**src/rtl/bop_pkg.sv**
```systemverilog
// Shared types and constants for the overflow range checker slice.
//   range_entry_t : one stored overflow range {start, end_addr, big, valid}
//   scan_state_e  : scan engine states
//   size_bytes()  : access size decode; unsupported encodings read as 1 byte
package bop_pkg;

  localparam int unsigned ENTRY_AW          = 32;
  localparam int unsigned ADDR_W_DEF        = ENTRY_AW;
  localparam int unsigned NUM_ENTRIES_DEF   = 8;
  localparam int unsigned BIG_THRESHOLD_DEF = 100;

  localparam logic [2:0] SIZE_1 = 3'd1;
  localparam logic [2:0] SIZE_2 = 3'd2;
  localparam logic [2:0] SIZE_4 = 3'd4;

  typedef struct packed {
    logic [ENTRY_AW-1:0] start;
    logic [ENTRY_AW-1:0] end_addr;
    logic                big;
    logic                valid;
  } range_entry_t;

  typedef enum logic [1:0] {
    IDLE = 2'd0,
    SCAN = 2'd1,
    RESP = 2'd2
  } scan_state_e;

  function automatic logic [2:0] size_bytes(input logic [2:0] size);
    case (size)
      SIZE_2:  size_bytes = SIZE_2;
      SIZE_4:  size_bytes = SIZE_4;
      default: size_bytes = SIZE_1;
    endcase
  endfunction

endpackage

```
**src/rtl/bof_range_table.sv**
```systemverilog
// Circular table of completed overflow ranges.
//   clk_i, rst_ni        : clock, async active-low reset
//   flush_i              : clear all valid bits, write pointer and count
//   wr_valid_i/start/end : push one range; inverted ranges are dropped
//   rd_idx_i, rd_entry_c : combinational read port used by the scan engine
//   wptr_o, count_o      : next write slot and occupancy (registered)
module bof_range_table
  import bop_pkg::*;
#(
  parameter int unsigned NUM_ENTRIES   = NUM_ENTRIES_DEF,
  parameter int unsigned BIG_THRESHOLD = BIG_THRESHOLD_DEF
) (
  input  logic                           clk_i,
  input  logic                           rst_ni,
  input  logic                           flush_i,
  input  logic                           wr_valid_i,
  input  logic [ENTRY_AW-1:0]            wr_start_i,
  input  logic [ENTRY_AW-1:0]            wr_end_i,
  input  logic [$clog2(NUM_ENTRIES)-1:0] rd_idx_i,
  output range_entry_t                   rd_entry_c,
  output logic [$clog2(NUM_ENTRIES)-1:0] wptr_o,
  output logic [$clog2(NUM_ENTRIES):0]   count_o
);

  localparam int unsigned IDX_W = $clog2(NUM_ENTRIES);
  localparam int unsigned CNT_W = IDX_W + 1;
  localparam int unsigned LEN_W = ENTRY_AW + 1;

  range_entry_t       mem_q [NUM_ENTRIES];
  logic [IDX_W-1:0]   wptr_q;
  logic [CNT_W-1:0]   count_q;
  logic               wr_ok;
  logic [LEN_W-1:0]   len_c;
  logic               big_c;

  // Length computed one bit wider so a full-span range cannot wrap to zero.
  assign wr_ok = wr_valid_i && (wr_end_i >= wr_start_i);
  assign len_c = LEN_W'(wr_end_i) - LEN_W'(wr_start_i) + LEN_W'(1);
  assign big_c = len_c > LEN_W'(BIG_THRESHOLD);

  // Storage, pointer and occupancy; flush beats a same-cycle write.
  always_ff @(posedge clk_i or negedge rst_ni) begin
    if (!rst_ni) begin
      for (int unsigned i = 0; i < NUM_ENTRIES; i++) mem_q[i] <= '0;
      wptr_q  <= '0;
      count_q <= '0;
    end else if (flush_i) begin
      for (int unsigned i = 0; i < NUM_ENTRIES; i++) mem_q[i].valid <= 1'b0;
      wptr_q  <= '0;
      count_q <= '0;
    end else if (wr_ok) begin
      mem_q[wptr_q] <= '{start: wr_start_i, end_addr: wr_end_i, big: big_c, valid: 1'b1};
      wptr_q        <= wptr_q + IDX_W'(1);
      if (count_q != CNT_W'(NUM_ENTRIES)) count_q <= count_q + CNT_W'(1);
    end
  end

  assign rd_entry_c = mem_q[rd_idx_i];
  assign wptr_o     = wptr_q;
  assign count_o    = count_q;

endmodule

```
**config.mk**
```make
export PLATFORM = sky130hd
export DESIGN_NAME = bof_range_table
export DESIGN_NICKNAME = d
export VERILOG_FILES = /design/src/rtl/bop_pkg.sv /design/src/rtl/bof_range_table.sv
export SDC_FILE = /design/constraint.sdc
export NUM_CORES = 1
export LEC_CHECK = 0
export CORE_ASPECT_RATIO = 1.75
export CORE_MARGIN = 1
export CORE_UTILIZATION = 60
export CTS_BUF_LIST = sky130_fd_sc_hd__clkbuf_4 sky130_fd_sc_hd__clkbuf_8 sky130_fd_sc_hd__clkbuf_16
export DETAILED_ROUTE_END_ITERATION = 8
export PLACE_DENSITY = 0.87
export SLEW_MARGIN = 0
export SYNTH_ARGS = -nofsm -noshare
export SYNTH_HDL_FRONTEND = slang
export SYNTH_SLANG_ARGS = --single-unit
```
**constraint.sdc**
```tcl
create_clock -name clk_i -period 4.8 [get_ports clk_i]
set_input_delay 1.2 -clock clk_i [delete_from_list [all_inputs] [get_ports clk_i]]
set_output_delay 1.2 -clock clk_i [all_outputs]
set_load 0.02 [all_outputs]
```
==> results.py <==
metrics = {
    "worst_setup_path": {
        "end_kind": "register",
        "crit_required_ns": 5.24,
        "worstSetupPathType": "in -> reg",
        "worstPathArrival_ns": 5.16,
        "r2r-start": "wptr_o[0]",
        "ff2ff_path_depth": 5,
        "critPathLaunch": "wr_end_i[4]",
        "cp-start-kind": "input port",
        "critPathMaxFanout": 8,
    },
    "cells_and_area": {
        "final_cells": 2840,
        "drive_above_1_share": 0.4764,
        "final_nets": 2389,
        "syn2layout_area_growth_pct": 22.86,
    },
    "clock_network": {
        "cts_hold_buffers": 0,
        "h-tree-depth": 2,
        "cts_buffers": 47,
        "cts_tree": "done",
        "cts_sinks": 535,
        "cts_root_buf": "clkbuf_16",
        "clock_latency_ns": 0.57,
        "cts_setup_buffers": 0,
        "clock_path_buffers": 3,
        "cts.clk_slew.worst_paths_ns": 0.07,
    },
    "run": {
        "maxCapViolations": 0,
    },
    "global_route": {
        "groute.usage.overall": 0.3390,
        "grt_max_degree": 143,
        "grt.overflow.total": 0,
        "grt_pass1_wl_mm": 116.0,
        "antenna_found_initial": 1,
        "grt_pass1_vias": 20260,
    },
    "sta": {
        "worst_clock_skew_ns": 0.01274,
        "slew_violations": 0,
        "max_freq_mhz": 212.0,
        "worst_slew_pin_slew_ns": 1.201,
        "hold_viol": 0,
        "fin_crit_ns": 4.718,
        "setup_violations": 0,
        "whs_ns": 0.4803,
        "rsz0062_at_grt": "yes",
        "fin_crit_sh": 0.9828,
        "maxSlewHeadroom": 0.1996,
    },
    "pwr": {
        "ir_worst_vdd_mv": 0.3006,
        "pwr-share-clk": 0.331,
        "power.share.switching": 0.2631,
        "p_per_area_mw_per_mm2": 351.8,
        "leakage_nw": 15.88,
        "p_comb_frac": 0.211,
        "p_int_mw": 8.610,
        "pwr-share-seq": 0.459,
        "power_switching_mw": 3.074,
    },
    "placement": {
        "hpwl_mm": 52.24,
        "place_congestion": 1.033,
        "dp.cells": 2758,
        "port_buffers": 143,
    },
    "yosys": {
        "syn_nets": 1988,
        "synth-main-ff-cell": "dfrtp_1",
        "synthTopCellsByArea": "dfrtp_1 (50%), mux2_2 (22%), mux4_2 (11%)",
        "synth.top_cell.area_share": 0.4953,
        "muxShareOfSynthArea": 0.3538,
        "synth_edf_count": 0,
        "yosysWarnings": 0,
        "ys_seq_area_frac": 0.4953,
        "syn_area_mm2": 0.02703,
        "netlist_instances": 1834,
        "synth-adder-area-share": 0.04286,
        "syn_area_per_cell_um2": 14.74,
        "synth_seq_cells": 535,
        "synth_area_leader_cell": "dfrtp_1",
        "ys_async_sr_fraction": 1.000,
        "ys_types": 74,
        "synth-simple-area-share": 0.03425,
        "synth_top_family_by_area": "multiplexers",
        "synth_compound_area_frac": 0.03819,
        "synth-xor-area-share": 0.005832,
    },
    "routing": {
        "drtAntennaViolNets": 0,
        "viasPerCell": 6.324,
        "avgRoutedWirePerCell_um": 26.28,
        "drt-total-wl_mm": 74.63,
        "first_pass_iters": 8,
        "drt_iter0_drc": 1384,
        "vias": 17960,
        "drc": 0,
    },
    "hold_path": {
        "hold_depth": 1,
        "hold_start": "mem_q[132]",
        "hold_class": "reg -> reg",
    },
    "die": {
        "ioPinCount": 144,
        "dieArea_mm2": 0.04594,
        "rows": 102,
        "start_util": 0.6104,
        "core-area_mm2": 0.04429,
        "die_h_um": 282.8,
        "dieWidth_um": 162.5,
    },
    "outcome": {
        "run_status": "finished clean",
    },
}
[synthesized netlist by cell type, types with 5 or more instances]
| library cell | number |
|---|---|
| nand2_1 | 39 |
| ha_1 | 67 |
| buf_4 | 22 |
| dfrtp_1 | 535 |
| o21ai_0 | 26 |
| and3_1 | 12 |
| buf_1 | 10 |
| buf_6 | 6 |
| o22a_1 | 8 |
| a21oi_1 | 39 |
| a21o_1 | 15 |
| mux2_1 | 54 |
| fa_1 | 16 |
| nor2b_1 | 13 |
| nand3_1 | 11 |
| buf_2 | 30 |
| mux2i_1 | 7 |
| mux2_2 | 525 |
| inv_1 | 73 |
| xor2_1 | 7 |
| o31ai_1 | 7 |
| a31oi_1 | 9 |
| nor2_1 | 28 |
| nand2b_1 | 17 |
| xnor2_1 | 11 |
| mux4_2 | 132 |
| o2111ai_1 | 5 |
| clkbuf_1 | 29 |
[final cells by class]
class / instances / area [um^2]
sequential: 535 / 13390
multi-input combinational: 1128 / 12980
fill: 2573 / 11070
timing repair buffer: 449 / 4294
clock buffer: 64 / 1358
tap: 572 / 715.7
inverter: 74 / 277.8
clock inverter: 17 / 198.9
antenna: 1 / 2.502
[worst max-delay path, cell delays in order]
cell and delay (ns):
clkdlybuf4s50_1 0.48, buf_4 0.17, ha_1 0.18, inv_1 0.06, fa_1 0.49, nor2b_2 0.30, a31o_2 0.24, o2111ai_1 0.15
nand2_2 0.14, buf_4 0.13, a2111oi_0 0.09, buf_4 0.16, or4_1 0.53, nor4_2 0.27, buf_4 0.17, nand4_4 0.15
o22a_1 0.24
[cells by family (layout without fill, tap and decap cells)]
kind of cell               after synthesis  in the layout
muxes                                  718            718
DFF                                    535            535
buffers and inverters                  171            604
and+or+nand+nor                        159            159
AOI/OAI and AO/OA                      150            150
adders and majority gates               83             83
xor gates and xnor gates                18             18
other                                    0              1
[placed cells by master (no fill, tap or decap), types with 4 or more instances in the layout]
cell type	count
o22a_1	8
clkbuf_4	12
nor2_1	28
nor2b_1	13
mux4_2	132
mux2i_1	7
o31ai_1	6
xor2_1	7
mux2_2	525
ha_1	67
nand3_1	11
nor4_4	4
nand2b_1	17
xnor2_1	10
or3_1	4
a21o_1	15
and3_1	12
a31oi_1	8
clkinv_2	8
inv_1	73
clkdlybuf4s50_1	139
clkinvlp_4	4
mux2_1	54
buf_4	261
fa_1	15
dfrtp_1	535
clkbuf_8	4
a21oi_1	39
bufinv_16	4
o21ai_0	25
buf_12	44
nand2_1	37
clkbuf_16	49
[path summary, 6_finish.rpt]
path | to | slack [ns]
worst max-delay path | mem_q[397] | 0.08
worst min-delay path | mem_q[132] | 0.48
worst max register to register | mem_q[57] | 2.56
worst min register to register | mem_q[132] | 0.48
max in group asynchronous | mem_q[149] | 2.87
min in group asynchronous | mem_q[124] | 0.80
[registers in the layout (all words and copies together) (netlist names)]
signal and flops:
count_o 4, wptr_o 3, mem_q 528
[power groups by stage]
stage                     Clock, mW  Sequential (mW)  Combinational (mW)
after floorplan                   0             5.31                1.42
after global placement            0             5.36                2.31
after detailed placement          0             5.43                2.40
after CTS                      3.91             5.36                2.44
after global routing           4.08             5.42                2.62
final                          3.86             5.36                2.46
[through the flow]
| stage | worst slack (ns) | total power [mW] | area, um^2 | TNS (ns) | utilization |
|---|---|---|---|---|---|
| floorplan | 0.4397 | 6.731 | 27030 | 0 | - |
| global placement | -0.7979 | 7.668 | 31520 | -243.38 | 0.7117 |
| detailed placement | -0.8469 | 7.830 | 31520 | -264.96 | 0.7117 |
| CTS | 0.02952 | 11.71 | 33130 | 0 | 0.7480 |
| global route | -0.01467 | 12.12 | 33210 | -0.01467 | 0.7499 |
| finish | 0.08249 | 11.68 | 33210 | 0 | 0.7499 |
[metal layers]
layer,global-route usage,wire [um]
met1,0.3842,26540
met2,0.5840,38290
met3,0.04823,3669
met4,0.2479,6123
met5,0,0
[timing repair]
| item | 4_1_cts | 5_1_grt |
|---|---|---|
| hold endpoints to repair | 0 | 0 |
| gates resized for setup | 8 | 16 |
| setup endpoints to repair | 36 | 199 |
| pin swaps | 0 | 8 |
Note: power is estimated with default switching activity, not from simulation.
